[src/rtl/if_fetch.sv]
// if_fetch: pipelined instruction fetch with an in-order response buffer and jump flush
module if_fetch #(
  parameter int DEPTH = 2,
  parameter logic [31:0] NOP_INST = 32'h00000013
) (
  input  logic        i_Clk,
  input  logic        i_reset,
  input  logic [31:0] i_pc_addr,
  input  logic        i_jump_flag,
  output logic        o_pc_hold,
  output logic        o_req_valid,
  output logic [31:0] o_req_addr,
  input  logic        i_req_ready,
  input  logic        i_rsp_valid,
  input  logic [31:0] i_rsp_data,
  output logic        o_inst_valid,
  output logic [31:0] o_inst,
  output logic [31:0] o_inst_addr,
  input  logic        i_id_ready
);
  localparam int PW = $clog2(DEPTH);
  localparam int CW = PW + 2;
  logic [31:0] addr_q [DEPTH];
  logic [31:0] data_q [DEPTH];
  logic [DEPTH-1:0] filled_q;
  logic [PW-1:0] wr_q, fill_q, rd_q;
  logic [CW-1:0] alloc_q, pend_q, drop_q, drop_d, owed;
  logic fire, drop_rsp, fill, consume;
  always_comb begin
    o_req_addr = {i_pc_addr[31:2], 2'b00};
    o_req_valid = ~i_reset & ~i_jump_flag & (alloc_q + drop_q < CW'(DEPTH));
    fire = o_req_valid & i_req_ready;
    o_pc_hold = ~fire;
    drop_rsp = i_rsp_valid & (drop_q != '0);
    fill = i_rsp_valid & (drop_q == '0) & (pend_q != '0);
    o_inst_valid = filled_q[rd_q] & (alloc_q != '0) & ~i_jump_flag;
    consume = o_inst_valid & i_id_ready;
    o_inst = o_inst_valid ? data_q[rd_q] : NOP_INST;
    o_inst_addr = o_inst_valid ? addr_q[rd_q] : '0;
    // every in-flight request of a flushed stream is still owed a response
    owed = drop_q + pend_q;
    drop_d = (i_rsp_valid && owed != '0) ? owed - CW'(1) : owed;
  end
  always_ff @(posedge i_Clk) begin
    if (i_reset) begin
      filled_q <= '0;
      wr_q <= '0;
      fill_q <= '0;
      rd_q <= '0;
      alloc_q <= '0;
      pend_q <= '0;
      drop_q <= '0;
    end else if (i_jump_flag) begin
      filled_q <= '0;
      fill_q <= wr_q;
      rd_q <= wr_q;
      alloc_q <= '0;
      pend_q <= '0;
      drop_q <= drop_d;
    end else begin
      if (fire) begin
        addr_q[wr_q] <= o_req_addr;
        filled_q[wr_q] <= 1'b0;
        wr_q <= wr_q + PW'(1);
      end
      if (fill) begin
        data_q[fill_q] <= i_rsp_data;
        filled_q[fill_q] <= 1'b1;
        fill_q <= fill_q + PW'(1);
      end
      if (consume) begin
        filled_q[rd_q] <= 1'b0;
        rd_q <= rd_q + PW'(1);
      end
      alloc_q <= alloc_q + CW'(fire) - CW'(consume);
      pend_q <= pend_q + CW'(fire) - CW'(fill);
      drop_q <= drop_q - CW'(drop_rsp);
    end
  end
endmodule

[config.mk]
export PLATFORM = sky130hd
export DESIGN_NAME = if_fetch
export DESIGN_NICKNAME = d
export VERILOG_FILES = /design/src/rtl/if_fetch.sv
export SDC_FILE = /design/constraint.sdc
export NUM_CORES = 1
export LEC_CHECK = 0
export BUFFER_PORTS_ARGS = -buffer_cell sky130_fd_sc_hd__buf_2
export CAP_MARGIN = 5
export CORE_UTILIZATION = 50
export CTS_CLUSTER_SIZE = 12
export DETAILED_ROUTE_END_ITERATION = 7
export HOLD_SLACK_MARGIN = 0.15
export PLACE_DENSITY = 0.8
export SLEW_MARGIN = 20
export SYNTH_ARGS = -nofsm -noshare
export SYNTH_HDL_FRONTEND = slang
export SYNTH_SLANG_ARGS = --single-unit
export TNS_END_PERCENT = 10
[constraint.sdc]
create_clock -name i_Clk -period 4.35 [get_ports i_Clk]
set_clock_uncertainty 0.1 [all_clocks]
set_input_delay 0.435 -clock i_Clk [delete_from_list [all_inputs] [get_ports i_Clk]]
set_output_delay 0.435 -clock i_Clk [all_outputs]
set_load 0.02 [all_outputs]
==> flow_summary_export.csv, run 1 <==
group,metric,value,unit
timing,slew_viol_final,0,
logic_synthesis,synth_top_area_cell,"edfxtp_1",
run_status,status,"complete, but fails checks",
power,switching_share,21.61,%
die,start_util,52.35,%
power,ir_drop,0.2835,mV
timing,fmax,288.7,MHz
route,wl_met3,581,um
placed_design,port-buffer-count,162,
grt,antenna_found_initial,0,
grt,grt_first_pass_wirelength,20240,um
power,cellLeakagePower,3.144,nW
die,rows,39,
power,p_comb_share,8.8,%
logic_synthesis,synth_area_leaders,"edfxtp_1 61%, mux2i_1 11%, dfxtp_1 4.9%",
setup_path,critPathArrivalTime,3670,ps
logic_synthesis,synth_top_area_share,61.25,%
layout,area_growth,30.62,%
grt,overflow,0,
logic_synthesis,ys_types,45,
setup_path,worst-setup-path-type,"reg2reg",
route,routedLengthMet1,4738,um
route,post_drt_wl_per_cell,16.87,um
die,dieArea,0.01260,mm2
setup_path,cp_max_fo,6,
layout,multi_input_area,0.001619,mm2
clock_tree,insertion_delay,420,ps
clock_tree,h-tree-depth,4,
logic_synthesis,avgSynthCellArea,14.94,um2
logic_synthesis,yosysWarnings,0,
route,dr_total_vias,3928,
logic_synthesis,synthArstFlopShare,0,%
placed_design,place_ws,936.5,ps
placed_design,dp_cells,668,
timing,hold_viol,0,
power,internal-power,0.002516,W
logic_synthesis,ys_dominant_reg_cell,"edfxtp_1",
placed_design,place_congestion,0.8398,
logic_synthesis,syn_area,0.006080,mm2
route,wirelength,12850,um
power,seqPwrFrac,47.3,%
timing,setup_viol,0,
layout,antenna_cells,0,
timing,worst_slack,885.8,ps
layout,num-nets-final,689,
grt,grt_max_degree,63,
run_status,violations,"DRC",
clock_tree,cts_tree,"done",
placed_design,placed_area,0.006739,mm2
clock_tree,cts.sinks,139,
route,drt-initial-drc-count,246,
logic_synthesis,ys_seq_area_share,66.19,%
layout,drive_gt1_share,35.86,%
clock_tree,clk_pin_slew,60,ps
logic_synthesis,synth_edf_count,124,
layout,design_area,0.007941,mm2
clock_tree,root_buffer,"clkbuf_16",
route,ant_nets,0,
route,wl_met2,7039,um
clock_tree,cts_buffers,17,
run,maxCapViolations,0,
die,die_x,112.3,um
die,core-area,0.01161,mm2
die,io_pins,169,
layout,seq_area,0.004028,mm2
die,die_height,112.3,um
logic_synthesis,synthCells,407,
timing,worst_pin_slew,1085,ps
placed_design,dp_hpwl,7467,um
timing,rsz0062_at_grt,"no",
grt,grt_pass1_vias,4159,
setup_path,end_kind,"flop",
route,highest_layer,"met4",
layout,utilization,68.38,%
timing,tns,0,ps
setup_path,cp.required,4560,ps
power,clkPwrFrac,43.9,%
grt,grtUsageTotal,21.50,%
layout,fillCellCount,800,
route,viasPerCell,5.155,
route,drcViolationCount,7,
timing,max_slew_margin,27.66,%
route,drtPass1Iterations,8,
logic_synthesis,ys_ff_latch,139,
clock_tree,clock_path_buffers,2,
timing,period_needed,3464,ps
power,p_sw,0.0006936,W
layout,instances_no_fill,762,
setup_path,start_kind,"flop",
hold_path,worstHoldPathType,"in2reg",
timing,timing.final.crit_share,79.64,%
power,p_per_area,404.1,mW/mm2
-- final timing paths --
kind | depth (start not counted) | end | from | slack [ps]
worst min register to register | 1 | wr_q$_SDFFE_PP0P_ | wr_q$_SDFFE_PP0P_ | 430
worst min-delay path | 3 | filled_q[0]$_SDFF_PP0_ | i_id_ready | 250
worst max-delay path | 12 | alloc_q[2]$_SDFF_PP0_ | alloc_q[1]$_SDFF_PP0_ | 890
worst max register to register | 12 | alloc_q[2]$_SDFF_PP0_ | alloc_q[1]$_SDFF_PP0_ | 890
-- state kept, by name, indices dropped and copies added (netlist names), named ones only --
register,flops
alloc_q,3
pend_q,3
fill_q,1
data_q,64
filled_q,2
rd_q,1
wr_q,1
addr_q,60
drop_q,3
-- layout make-up --
class,instances,share of cell area (%)
timing repair buffer,228,18.40
clock buffer,17,5.357
clock inverter,15,1.969
tap,143,2.253
sequential,139,50.72
multi-input combinational,202,20.39
inverter,18,0.9138
-- critical path: stages (launching register included) --
cell,delay (ps)
dfxtp_1,450
inv_1,100
fa_1,570
nor4bb_1,420
nand2_1,320
ha_1,370
inv_1,60
ha_1,130
inv_1,50
fa_1,370
xnor2_1,140
xnor2_1,140
and2_1,160
-- power groups by stage --
stage / Sequential, W / Combinational (W) / Clock [W]
after floorplan: 0.00152 / 0.000186 / 0
after global placement: 0.00154 / 0.000219 / 0
after detailed placement: 0.00155 / 0.000230 / 0
after CTS: 0.00152 / 0.000281 / 0.00143
after global routing: 0.00152 / 0.000307 / 0.00150
final: 0.00152 / 0.000282 / 0.00141
-- cell usage after synthesis, types with 2 or more instances --
cell and instances:
inv_1 17, and4_1 2, mux2i_1 64, a21oi_1 2, ha_1 9, and3_1 4, nor3_1 4, fa_1 4
or3_1 3, dfxtp_1 15, nand2_2 3, buf_2 4, and2_1 3, a211oi_1 2, xnor2_1 5, a31oi_1 4
nor2_4 9, nor2_2 10, buf_4 34, edfxtp_1 124, buf_1 5, nor2_1 44, buf_6 6, nor2b_1 5
o21a_1 2, nand2_1 4
-- through the flow --
stage | total power (W) | hold WS [ps]
6_report | 0.003209 | 253.6
3_3_place_gp | 0.001762 | 391.7
2_1_floorplan | 0.001708 | 361.9
4_1_cts | 0.003232 | 239.8
5_1_grt | 0.003324 | 280.4
3_5_place_dp | 0.001775 | 414.8
-- metal layers --
metal | global-route usage [%] | vias up
li1 | - | 1827
met1 | 22.14 | 1912
met3 | 6.210 | 41
met5 | 0 | -
met4 | 12.00 | 0
met2 | 39.21 | 148
-- cell families (layout without fill, tap and decap cells) --
family,after synthesis,in the layout,share of synthesized area (%)
AO/OA/AOI/OAI,17,17,2.037
XOR/XNOR,8,8,1.626
adder cells (fa/ha/maj),13,13,3.169
buffers and inverters,69,278,7.532
flip-flops,139,139,66.19
multiplexers,65,65,10.72
other,1,4,0.06168
AND/OR/NAND/NOR,95,95,8.665
-- cell usage in the layout (no fill, tap or decap), types with 2 or more instances in the layout --
cell and count:
buf_2 162, edfxtp_1 124, mux2i_1 64, dlygate4sd3_1 62, nor2_1 42, inv_1 17, clkbuf_16 17, dfxtp_1 14
nor2_2 12, nor2_4 9, ha_1 9, nor2b_1 5, xnor2_1 5, clkinv_1 5, nand2_1 4, nor3_1 4
and3_1 4, a31oi_1 4, fa_1 4, conb_1 4, buf_4 4, clkinv_4 3, nand2_2 3, and2_1 3
bufinv_16 3, clkinv_2 3, or3_1 2, a211oi_1 2, and4_1 2, o21a_1 2, a21oi_1 2, clkinvlp_4 2
-- what timing repair did --
item	4_1_cts	5_1_grt
resized for setup	0	0
endpoints found under the hold margin	124	0
buffers inserted	0	0
hold buffers	62	0
Note: power is estimated with default switching activity, not from simulation.
==> run 2: changes to the inputs <==
==> constraint.sdc (replaced) <==
create_clock -name i_Clk -period 3.3 [get_ports i_Clk]
set_clock_uncertainty 0.1 [all_clocks]
set_input_delay 0.33 -clock i_Clk [delete_from_list [all_inputs] [get_ports i_Clk]]
set_output_delay 0.33 -clock i_Clk [all_outputs]
set_load 0.02 [all_outputs]
==> run 2 against run 1 <==
Effect of this change: the run still ends with DRC left; flip-flop and latch count unchanged; die area unchanged; worst setup slack worse by 670 ps; core utilization increased by 0.38 points; sequential power increased by 31%; non-clock buffer count rose by 4; register-to-register slack worse by 670 ps; global-route usage down 0.68 points; wire length shrank 3.8%; critical endpoint unchanged; largest cell class unchanged.
==> flow_summary_export.csv, run 2 (same netlist as run 1, synthesis figures left out) <==
group,metric,value,unit
clock_tree,cts_buffers,17,
placed_design,placed_area,0.006774,mm2
run,maxCapViolations,0,
route,wl_met3,660,um
clock_tree,insertion_delay,410,ps
route,drt-initial-drc-count,216,
hold_path,worstHoldPathType,"in2reg",
grt,grt_max_degree,61,
grt,grt_pass1_vias,4080,
clock_tree,clk_pin_slew,50,ps
setup_path,start_kind,"flop",
timing,worst_pin_slew,962.8,ps
route,post_drt_wl_per_cell,16.14,um
setup_path,cp_max_fo,5,
route,drcViolationCount,8,
route,wirelength,12360,um
timing,timing.final.crit_share,93.47,%
layout,design_area,0.007985,mm2
setup_path,ff2ff_setup_slack,220,ps
placed_design,port-buffer-count,162,
timing,slew_viol_final,0,
placed_design,place_congestion,0.7930,
power,power,0.004197,W
timing,rsz0062_at_grt,"no",
layout,final_common_cell,"buf_2",
die,rows,39,
power,cellLeakagePower,3.171,nW
setup_path,end_kind,"flop",
clock_tree,root_buffer,"clkbuf_16",
timing,holdWs,201.6,ps
route,ant_nets,0,
timing,fmax,324.2,MHz
layout,drive_gt1_share,36.44,%
placed_design,dp_hpwl,7511,um
clock_tree,h-tree-depth,4,
die,core-area,0.01161,mm2
setup_path,r2r_end,"alloc_q[2]$_SDFF_PP0_",
setup_path,cp.required,3510,ps
timing,worst_slack,215.4,ps
setup_path,worst_path_most_repeated_cell,"inv_1",
route,dr_total_vias,3852,
grt,overflow,0,
layout,top_regs,"data_q (64), addr_q (60)",
layout,regMostFlops,"data_q",
power,p_per_area,525.6,mW/mm2
setup_path,r2r-start,"alloc_q[1]$_SDFF_PP0_",
layout,num-nets-final,693,
route,viasPerCell,5.029,
route,routedLengthMet1,4721,um
grt,antenna_found_initial,0,
hold_path,hold_start,"i_id_ready",
placed_design,place_ws,194.9,ps
hold_path,hold_depth,3,
die,die_height,112.3,um
clock_tree,cts.sinks,139,
timing,hold_viol,0,
clock_tree,post-cts-setup-buffers,0,
setup_path,worst_r2r_path_depth,12,
setup_path,crit_slowest_cell,"fa_1",
layout,utilization,68.76,%
grt,grt_first_pass_wirelength,19820,um
layout,largest_reg_flops,64,
route,wl_met2,6696,um
layout,area_growth,31.34,%
die,io_pins,169,
timing,period_needed,3085,ps
grt,grtUsageTotal,20.82,%
die,start_util,52.35,%
route,drtPass1Iterations,8,
power,ir_drop,0.3519,mV
layout,fillCellCount,795,
die,dieArea,0.01260,mm2
setup_path,critPathArrivalTime,3290,ps
setup_path,path_cells,"inv_1 -> fa_1 -> nor4bb_2 -> nand2_1 -> ha_1 -> inv_1 -> ha_1 -> inv_1 -> fa_1 -> xnor2_1 -> xnor2_1 -> and2_1",
layout,mostFrequentLayoutCells,"162 x buf_2, 124 x edfxtp_1, 64 x mux2i_1, 63 x dlygate4sd3_1, 42 x nor2_1",
timing,max_slew_margin,35.81,%
die,die_x,112.3,um
clock_tree,clock_path_buffers,2,
route,highest_layer,"met4",
run_status,status,"complete, but fails checks",
clock_tree,cts_tree,"done",
timing,setup_viol,0,
setup_path,cpPeakStageDelay,560,ps
run_status,violations,"DRC",
setup_path,worst-setup-path-type,"reg2reg",
layout,antenna_cells,0,
[run 2: per-layer routing]
| metal | vias up | global-route usage, % |
|---|---|---|
| li1 | 1836 | - |
| met4 | 0 | 7.911 |
| met3 | 27 | 5.778 |
| met5 | - | 0 |
| met1 | 1852 | 23.34 |
| met2 | 137 | 37.72 |
[run 2: critical path, delay by kind of cell (launching register included)]
kind                     cells  cell delay [ps]
XOR/XNOR                     2              280
adder cells (fa/ha/maj)      4             1370
buffers and inverters        3              210
flip-flops                   1              460
AND/OR/NAND/NOR              3              560
[run 2: final cells by class]
class                   instances  area [um2]  share of cell area, %
flip-flops and latches        139        4028                  50.44
multi-input cells             202        1625                  20.35
repair buffers                232        1506                  18.87
clock buffers                  24       481.7                  6.033
well taps                     143       178.9                  2.241
clock inverters                 8       92.59                  1.160
inverters                      18       72.57                 0.9088
[run 2: power breakdown]
| part | internal [W] | switching (W) |
|---|---|---|
| Sequential | 0.00196 | 0.0000301 |
| Combinational | 0.000193 | 0.000189 |
| Clock | 0.00116 | 0.000663 |
| Total | 0.00331 | 0.000883 |
[run 2: through the flow]
stage / TNS [ps] / cells
2_1_floorplan: -15030 / 410
3_3_place_gp: 0 / 671
3_5_place_dp: 0 / 671
4_1_cts: 0 / 766
5_1_grt: 0 / 766
6_report: 0 / 766
[run 2: worst max-delay path by stage]
stage / start / end / slack, ps / cells after the start
finish: alloc_q[1]$_SDFF_PP0_ / alloc_q[2]$_SDFF_PP0_ / 220 / 12
global route: alloc_q[1]$_SDFF_PP0_ / alloc_q[2]$_SDFF_PP0_ / 30 / 12
CTS: alloc_q[1]$_SDFF_PP0_ / alloc_q[2]$_SDFF_PP0_ / 160 / 12
detailed placement: alloc_q[1]$_SDFF_PP0_ / alloc_q[2]$_SDFF_PP0_ / 190 / 12
global placement: alloc_q[1]$_SDFF_PP0_ / alloc_q[2]$_SDFF_PP0_ / 290 / 12
floorplan: alloc_q[1]$_SDFF_PP0_ / addr_q[0][0]$_DFFE_PP_ / -250 / 5
[run 2: timing repair]
item | 4_1_cts | 5_1_grt
setup endpoints to repair | 0 | 2
hold buffers | 63 | 0
gates resized for setup | 0 | 1
endpoints found under the hold margin | 126 | 0
